File: config.mk
export PLATFORM = sky130hd
export DESIGN_NAME = load_store_unit
export DESIGN_NICKNAME = d
export VERILOG_FILES = /design/src/rtl/lsu_pkg.sv /design/src/rtl/lsu_lane_align.sv /design/src/rtl/load_store_unit.sv
export SDC_FILE = /design/constraint.sdc
export NUM_CORES = 1
export LEC_CHECK = 0
export ABC_CLOCK_PERIOD_IN_PS = 1500
export CORE_MARGIN = 5
export CORE_UTILIZATION = 40
export DETAILED_ROUTE_END_ITERATION = 10
export GPL_TIMING_DRIVEN = 0
export PLACE_DENSITY = 0.86
export SYNTH_ARGS = -nofsm -noshare
export SYNTH_HDL_FRONTEND = slang
export SYNTH_SLANG_ARGS = --single-unit
File: constraint.sdc
create_clock -name clock -period 1.5 [get_ports clock]
set_input_delay 0.225 -clock clock [delete_from_list [all_inputs] [get_ports clock]]
set_output_delay 0.225 -clock clock [all_outputs]
set_load 0.01 [all_outputs]
File: src/rtl/lsu_pkg.sv
// Shared encodings and op classification helpers for the load/store unit.
// Ops 0-4 are loads and 5-7 are stores; halfword ops need 2-byte alignment, word ops 4-byte.
package lsu_pkg;

  typedef enum logic [2:0] {
    OP_LB  = 3'd0,
    OP_LBU = 3'd1,
    OP_LH  = 3'd2,
    OP_LHU = 3'd3,
    OP_LW  = 3'd4,
    OP_SB  = 3'd5,
    OP_SH  = 3'd6,
    OP_SW  = 3'd7
  } lsu_op_e;

  typedef enum logic [2:0] {
    ST_IDLE   = 3'd0,
    ST_RD     = 3'd1,
    ST_WR     = 3'd2,
    ST_RMW_RD = 3'd3,
    ST_RMW_WR = 3'd4,
    ST_RESP   = 3'd5
  } lsu_state_e;

  function automatic logic is_load(input lsu_op_e op);
    return (op == OP_LB) || (op == OP_LBU) || (op == OP_LH) ||
           (op == OP_LHU) || (op == OP_LW);
  endfunction

  function automatic logic is_store(input lsu_op_e op);
    return (op == OP_SB) || (op == OP_SH) || (op == OP_SW);
  endfunction

  function automatic logic is_sub_word(input lsu_op_e op);
    return (op != OP_LW) && (op != OP_SW);
  endfunction

  function automatic logic is_half(input lsu_op_e op);
    return (op == OP_LH) || (op == OP_LHU) || (op == OP_SH);
  endfunction

  function automatic logic is_misaligned(input lsu_op_e op, input logic [1:0] offset);
    logic bad;
    bad = 1'b0;
    if (is_half(op))
      bad = offset[0];
    else if (!is_sub_word(op))
      bad = (offset != 2'b00);
    return bad;
  endfunction

endpackage

File: src/rtl/lsu_lane_align.sv
// Byte/halfword lane steering: extracts and extends load data, and merges sub-word store
// data into a word previously read from RAM. Purely combinational.
module lsu_lane_align
  import lsu_pkg::*;
#(
  parameter bit BIG_ENDIAN = 1'b0
) (
  input  logic [31:0] word,
  input  logic [15:0] wdata,
  input  logic [2:0]  op,
  input  logic [1:0]  offset,
  output logic [31:0] load_data,
  output logic [31:0] store_word
);

  logic [4:0]  byte_shift;
  logic [4:0]  half_shift;
  logic [7:0]  lane_b;
  logic [15:0] lane_h;
  logic [31:0] lane_mask;
  logic [31:0] lane_data;

  // Halfword offsets are only ever 0 or 2 here; misaligned requests never reach the RAM.
  always_comb begin
    byte_shift = BIG_ENDIAN ? {~offset, 3'b000} : {offset, 3'b000};
    half_shift = (offset[1] ^ BIG_ENDIAN) ? 5'd16 : 5'd0;
    lane_b     = 8'(word >> byte_shift);
    lane_h     = 16'(word >> half_shift);
  end

  always_comb begin
    load_data = word;
    case (op)
      OP_LB:   load_data = {{24{lane_b[7]}}, lane_b};
      OP_LBU:  load_data = {24'd0, lane_b};
      OP_LH:   load_data = {{16{lane_h[15]}}, lane_h};
      OP_LHU:  load_data = {16'd0, lane_h};
      default: load_data = word;
    endcase
  end

  always_comb begin
    if (op == OP_SB) begin
      lane_mask = 32'h0000_00FF << byte_shift;
      lane_data = {24'd0, wdata[7:0]} << byte_shift;
    end else begin
      lane_mask = 32'h0000_FFFF << half_shift;
      lane_data = {16'd0, wdata} << half_shift;
    end
    store_word = (word & ~lane_mask) | lane_data;
  end

endmodule

File: src/rtl/load_store_unit.sv
// Data-memory initiator: one load/store at a time, sub-word stores as read-modify-write
// against a word-only RAM. Every mem_* and resp_* output is a register.
//
// state     | meaning
// ----------+-----------------------------------------------------
// ST_IDLE   | req_ready high, waiting for a request
// ST_RD     | mem_read high; load word captured at the closing edge
// ST_WR     | mem_write high with full store word
// ST_RMW_RD | mem_read high; word captured for sub-word merge
// ST_RMW_WR | mem_write high with merged word
// ST_RESP   | resp_valid high for one cycle
module load_store_unit
  import lsu_pkg::*;
#(
  parameter int ADDR_W     = 32,
  parameter bit BIG_ENDIAN = 1'b0
) (
  input  logic              clock,
  input  logic              reset_n,
  input  logic              req_valid,
  output logic              req_ready,
  input  logic [2:0]        req_op,
  input  logic [ADDR_W-1:0] req_addr,
  input  logic [31:0]       req_wdata,
  output logic              resp_valid,
  output logic [31:0]       resp_rdata,
  output logic              resp_err,
  output logic [ADDR_W-1:0] mem_address,
  output logic [31:0]       mem_write_data,
  output logic              mem_write,
  output logic              mem_read,
  input  logic [31:0]       mem_read_data
);

  lsu_state_e  state;
  lsu_op_e     op_q;
  logic [1:0]  off_q;
  logic [15:0] wdata_q;
  logic [31:0] load_data;
  logic [31:0] store_word;
  lsu_op_e     req_op_e;

  assign req_op_e = lsu_op_e'(req_op);

  lsu_lane_align #(
    .BIG_ENDIAN(BIG_ENDIAN)
  ) u_align (
    .word       (mem_read_data),
    .wdata      (wdata_q),
    .op         (op_q),
    .offset     (off_q),
    .load_data  (load_data),
    .store_word (store_word)
  );

  always_ff @(posedge clock) begin
    if (!reset_n) begin
      state          <= ST_IDLE;
      op_q           <= OP_LB;
      off_q          <= 2'b00;
      wdata_q        <= 16'd0;
      req_ready      <= 1'b1;
      resp_valid     <= 1'b0;
      resp_rdata     <= 32'd0;
      resp_err       <= 1'b0;
      mem_address    <= '0;
      mem_write_data <= 32'd0;
      mem_write      <= 1'b0;
      mem_read       <= 1'b0;
    end else begin
      resp_valid <= 1'b0;
      case (state)
        ST_IDLE: begin
          if (req_valid && req_ready) begin
            op_q      <= req_op_e;
            off_q     <= req_addr[1:0];
            wdata_q   <= req_wdata[15:0];
            req_ready <= 1'b0;
            if (is_misaligned(req_op_e, req_addr[1:0])) begin
              state      <= ST_RESP;
              resp_valid <= 1'b1;
              resp_err   <= 1'b1;
              resp_rdata <= 32'd0;
            end else begin
              mem_address <= {req_addr[ADDR_W-1:2], 2'b00};
              resp_err    <= 1'b0;
              if (is_load(req_op_e)) begin
                state    <= ST_RD;
                mem_read <= 1'b1;
              end else if (!is_sub_word(req_op_e)) begin
                state          <= ST_WR;
                mem_write      <= 1'b1;
                mem_write_data <= req_wdata;
              end else begin
                state    <= ST_RMW_RD;
                mem_read <= 1'b1;
              end
            end
          end
        end
        ST_RD: begin
          mem_read   <= 1'b0;
          resp_rdata <= load_data;
          resp_valid <= 1'b1;
          state      <= ST_RESP;
        end
        ST_WR: begin
          mem_write  <= 1'b0;
          resp_rdata <= 32'd0;
          resp_valid <= 1'b1;
          state      <= ST_RESP;
        end
        // The merged word is registered straight into mem_write_data, which doubles as the merge register.
        ST_RMW_RD: begin
          mem_read       <= 1'b0;
          mem_write      <= 1'b1;
          mem_write_data <= store_word;
          state          <= ST_RMW_WR;
        end
        ST_RMW_WR: begin
          mem_write  <= 1'b0;
          resp_rdata <= 32'd0;
          resp_valid <= 1'b1;
          state      <= ST_RESP;
        end
        ST_RESP: begin
          req_ready <= 1'b1;
          resp_err  <= 1'b0;
          state     <= ST_IDLE;
        end
        default: begin
          mem_read  <= 1'b0;
          mem_write <= 1'b0;
          req_ready <= 1'b1;
          state     <= ST_IDLE;
        end
      endcase
    end
  end

endmodule

# == Word level (Yosys, flattened, before mapping) ==
# Index checks and enable logic that the tools add are counted.
# word_totals
reg_bits,123
latchBits,0
ramBits,0
mem_bits_ro,0
inputBits,102
out_inout_bits,101
wordCells,114
n_memories,0
# classes
addsub,0
multipliers,0
div,0
n_lt_le_gt_ge,0
n_eq_ne,22
n_shift,6
muxes,39
bitwise_logic,7
reduce_logical,28
# op_table
cell,count
2-to-1 mux 32 bit,8
one-hot mux 32 bit (4 select lines),1
one-hot mux 32 bit (3 select lines),1
one-hot mux 32 bit (2 select lines),1
bitwise AND 32 bit,1
NOT 32 bit,1
bitwise OR 32 bit,1
left shift 16 x 5 -> 32 bit,1
"left shift 16 x 5 -> 32 bit, first input constant",1
left shift 8 x 5 -> 32 bit,1
"left shift 8 x 5 -> 32 bit, first input constant",1
>> shifter 32 x 5 -> 16 bit,1
>> shifter 32 x 5 -> 8 bit,1
"== test 3 x 2 -> 1 bit, second input constant",6
2-to-1 mux 1 bit,18
"== test 3 bit, second input constant",5
"!= test 2 bit, second input constant",5
AND reduction 5 bit,2
"== test 3 x 1 -> 1 bit, second input constant",3
zero test 3 bit,3
"!= test 3 bit, second input constant",3
one-hot mux 3 bit (3 select lines),1
one-hot mux 1 bit (2 select lines),4
logical OR 1 bit,6
other kinds (14),26

# == Logic depth before layout (Yosys ltp) ==
# logic_depth
word_depth,10
depth_mapped,7
depth_no_buf,5

# == Hierarchy ==
# A second synthesis with hierarchy kept.
# unflattened
cells_unflattened,882
hier_area_um2,6747.7
# by_module_without_submodules
module,n_inst,cells_each,area_per_inst_um2,seq_area_each_um2
load_store_unit,1,717,5626.6,2462.4
lsu_lane_align,1,165,1121.1,0.0

# == Least setup slack after synthesis ==
# Ideal clock, no wire load.
# synth_timing
path_type,register -> register
from,register req_ready
to,register mem_write
setup_ns,0.058
arrival_ns,1.608
required_ns,1.442
path_slack_ns,-0.166
stages_incl_launch_ff,6
n_path_buf,0
period_less_slack_ns,1.666
cell_sequence,dfxtp_1 nand2_2 or4_4 or3_1 a21oi_1 o21a_1
# synth_via
elab_chain_len,3
# synth_lines
item,line,source
"start, declared",load_store_unit.sv:21,"output logic req_ready,"
"start signal, assigned",load_store_unit.sv:62,req_ready <= 1'b1;
"start signal, assigned",load_store_unit.sv:78,req_ready <= 1'b0;
"start signal, assigned",load_store_unit.sv:127,req_ready <= 1'b1;
logical AND 1 bit,load_store_unit.sv:74,if (req_valid && req_ready) begin
!= test 2 bit (no source line),n/a,
AND reduction 5 bit (no source line),n/a,
"end signal, assigned",load_store_unit.sv:68,mem_write <= 1'b0;
"end signal, assigned",load_store_unit.sv:92,mem_write <= 1'b1;
"end signal, assigned",load_store_unit.sv:108,mem_write <= 1'b0;
"end, declared",load_store_unit.sv:30,"output logic mem_write,"
# No other way between the ends.
# A chain may end at the register's enable or synchronous reset.

# == Worst setup path in the final report ==
# layout_timing
from,register off_q[1]
to,register resp_rdata[12]
# layout_via
elab_chain_len,4
# layout_lines
item,line,source
"start, declared",load_store_unit.sv:37,logic [1:0] off_q;
"start signal, assigned",load_store_unit.sv:76,off_q <= req_addr[1:0];
2-to-1 mux 5 bit,lsu_lane_align.sv:26,half_shift = (offset[1] ^ BIG_ENDIAN) ? 5'd16 : 5'd0;
>> shifter 32 x 5 -> 16 bit,lsu_lane_align.sv:28,lane_h = 16'(word >> half_shift);
one-hot mux 32 bit (4 select lines) (*),lsu_lane_align.sv:33,case (op)
one-hot mux 32 bit (3 select lines) (*),load_store_unit.sv:72,case (state)
"end signal, assigned",load_store_unit.sv:103,resp_rdata <= load_data;
"end, declared",load_store_unit.sv:26,"output logic [31:0] resp_rdata,"
# Mark *: on every way between the ends. The rest lies on a longest branch, timed or not.

==> flow_summary_export.csv <==
group,metric,value,unit
drt,dr.pass1.iters,6,
pwr,switchingPower,2.89,mW
floorplan,core,13300,um^2
pwr,p_total,10.3,mW
placement,place_ws,-0.827,ns
critical_path,rr_endpoint,"resp_rdata[12]",
logic_synthesis,syn_area,5480,um^2
finish,num_antenna_cells,0,
timing,worstMarginPinSlew,0.583,ns
global_routing,antenna_found_initial,0,
floorplan,die_x,127,um
pwr,power.density,1140,nW/um^2
drt,wl,21500,um
cts,cts_root_buf,"clkbuf_16",
logic_synthesis,async_flop_share,0,
global_routing,grt-ovfl-total,0,
finish,fin_area,8990,um^2
logic_synthesis,syn-instance-count,607,
job,maxCapViolations,0,
critical_path,cp-start-kind,"flop",
cts,clk_pin_slew,0.06,ns
floorplan,dieArea,16100,um^2
drt,drc,0,
logic_synthesis,netlist-cell-type-count,51,
critical_path,cp.arrival,1.88,ns
drt,drt.antenna.violating_nets,0,
logic_synthesis,syn_area_per_cell,9.03,um^2
drt,wl_per_cell,20.5,um
drt,via_per_inst,5.75,
logic_synthesis,synthFlopType,"dfxtp_1",
critical_path,crit_type,"flop to flop",
timing,hold-worst-slack,0.328,ns
finish,nets,964,
logic_synthesis,synth.top_cell.area_share,0.449,
logic_synthesis,yosys.area.top_type,"dfxtp_1",
pwr,pwr-share-comb,0.228,
critical_path,cp-end-kind,"flop",
worst_hold_path,min-delay-start,"req_op[2]",
finish,stdcell_count,1051,
placement,gp_congestion,0.948,
logic_synthesis,ys_warn_count,0,
placement,dp_hpwl,14800,um
cts,cts_buffers,17,
critical_path,r2r-start,"off_q[1]",
pwr,p_leak,3.97,nW
logic_synthesis,ys_ff_latch,123,
timing,skew,0.00944,ns
pwr,pwr-share-clk,0.414,
logic_synthesis,synth_edf_count,0,
floorplan,start_util,0.410,
critical_path,required,1.80,ns
timing,hold_viol,0,
timing,timing.final.ws_setup,-0.0810,ns
placement,place_inst,984,
pwr,switching_share,0.281,
critical_path,r2r_slack,-0.08,ns
timing,relSlewSlack,0.611,
critical_path,cp_max_fo,8,
floorplan,ioPinCount,203,
worst_hold_path,holdPathEnd,"state[1]",
pwr,seq_power_share,0.357,
global_routing,first_global_vias,5883,
worst_hold_path,whs_path_depth,2,
cts,cts_tree,"done",
cts,h-tree-depth,4,
worst_hold_path,hp-class,"primary input to flop",
cts,cts.sinks,123,
logic_synthesis,yosys-top-cells-area,"dfxtp_1 45%, mux2i_1 8.2%, a22o_1 7.5%",
timing,slew_violations,0,
timing,fin_crit_sh,1.05,
placement,port_buffers,200,
status,violations,"setup timing",
pwr,max-vdd-ir-drop,0.000685,V
placement,place_area,7750,um^2
finish,fill_cells,1016,
finish,area_growth,64.2,%
floorplan,die_height,127,um
timing,rsz0062_at_grt,"true",
cts,cts_buffer_depth,2,
pwr,intPower,7.40,mW
global_routing,grtUsageTotal,0.249,
global_routing,grt_max_degree,17,
drt,vias,6046,
logic_synthesis,synth_common_cells,"123 x dfxtp_1, 90 x nand2_1, 50 x o22ai_1",
timing,setup_violations,30,
global_routing,grt_pass1_wl,31400,um
drt,drtIter0Drc,582,
cts,clk_latency,0.42,ns
logic_synthesis,synth-seq-area-share,0.449,
floorplan,num_rows,42,
status,outcome,"complete, but fails checks",
logic_synthesis,yosysMostFrequentCell,"dfxtp_1",
finish,drive_above_1_share,0.193,
timing,fmax,633,MHz
critical_path,r2r_cells,6,
timing,fin_crit,1.58,ns
per-stage QoR:
stage | TNS (ns) | util
floorplan | -0.283 | -
CTS | -0.634 | 0.649
detailed placement | -80.52 | 0.581
global route | -2.95 | 0.674
global placement | -75.84 | 0.581
finish | -0.981 | 0.674
registers in the layout, indices dropped and copies added (netlist names), 2 cells and up:
register and count:
mem_address 30, mem_write_data 32, off_q 2, op_q 3
resp_rdata 32, state 3, wdata_q 16
routing by layer:
metal	GRT usage	vias to the layer above	wire, um
met4	0.137	0	1200
met3	0.0881	96	2330
met2	0.399	438	9860
met5	0	-	0
met1	0.290	2783	8140
li1	-	2729	-
worst max-delay path, stage by stage (launching register included):
cell and delay (ns):
dfxtp_2 0.32, buf_6 0.12, mux4_2 0.52, nand2_2 0.11
nand2_4 0.11, o221ai_2 0.19, o21ai_1 0.09
final cells by class:
type / instances / area (um^2) / area share
plain buffers: 46 / 422 / 0.0469
flip-flops and latches: 123 / 2490 / 0.276
multi-input cells: 430 / 3010 / 0.334
clock inverters: 11 / 141 / 0.0157
clock buffers: 21 / 472 / 0.0524
repair buffers: 240 / 2230 / 0.248
well taps: 176 / 220 / 0.0245
inverters: 4 / 15.0 / 0.00167
how the worst max path moves through the flow:
| stage | start | end |
|---|---|---|
| global placement | req_op[0] | resp_rdata[10] |
| CTS | off_q[1] | resp_rdata[22] |
| detailed placement | req_op[0] | resp_rdata[18] |
| floorplan | req_ready | mem_write |
| global route | off_q[1] | resp_rdata[8] |
| finish | off_q[1] | resp_rdata[12] |
placed cells by master, fill, tap and decap left out, types with 28 or more instances in the layout:
| master | n |
|---|---|
| dfxtp_1 | 114 |
| dlygate4sd2_1 | 106 |
| clkdlybuf4s50_1 | 94 |
| nand2_1 | 86 |
| a22o_1 | 47 |
| mux2i_1 | 44 |
| o22ai_1 | 44 |
| nor2b_1 | 37 |
| buf_4 | 31 |
| buf_6 | 28 |
power groups by stage:
| stage | sequential [mW] | clock (mW) | combinational, mW |
|---|---|---|---|
| after detailed placement | 3.73 | 0 | 1.96 |
| after global routing | 3.71 | 4.44 | 2.48 |
| final | 3.68 | 4.26 | 2.35 |
| after CTS | 3.67 | 4.28 | 2.07 |
| after floorplan | 3.78 | 0 | 0.939 |
| after global placement | 3.73 | 0 | 1.94 |
kinds of logic after synthesis:
family / after synthesis / synth area share
mux: 47 / 0.0884
compound gates: 191 / 0.239
simple gates: 190 / 0.174
flops: 123 / 0.449
buf+inv: 55 / 0.0484
other cells: 1 / 0.000684
what timing repair did:
| item | CTS | global route |
|---|---|---|
| endpoints found under the setup margin | 216 | 109 |
| hold buffers | 0 | 0 |
| resized for setup | 183 | 66 |
| pin swaps | 32 | 17 |
| gates cloned | 3 | 7 |
| setup buffers | 21 | 9 |
No activity file was read; power rests on OpenSTA's default activity.
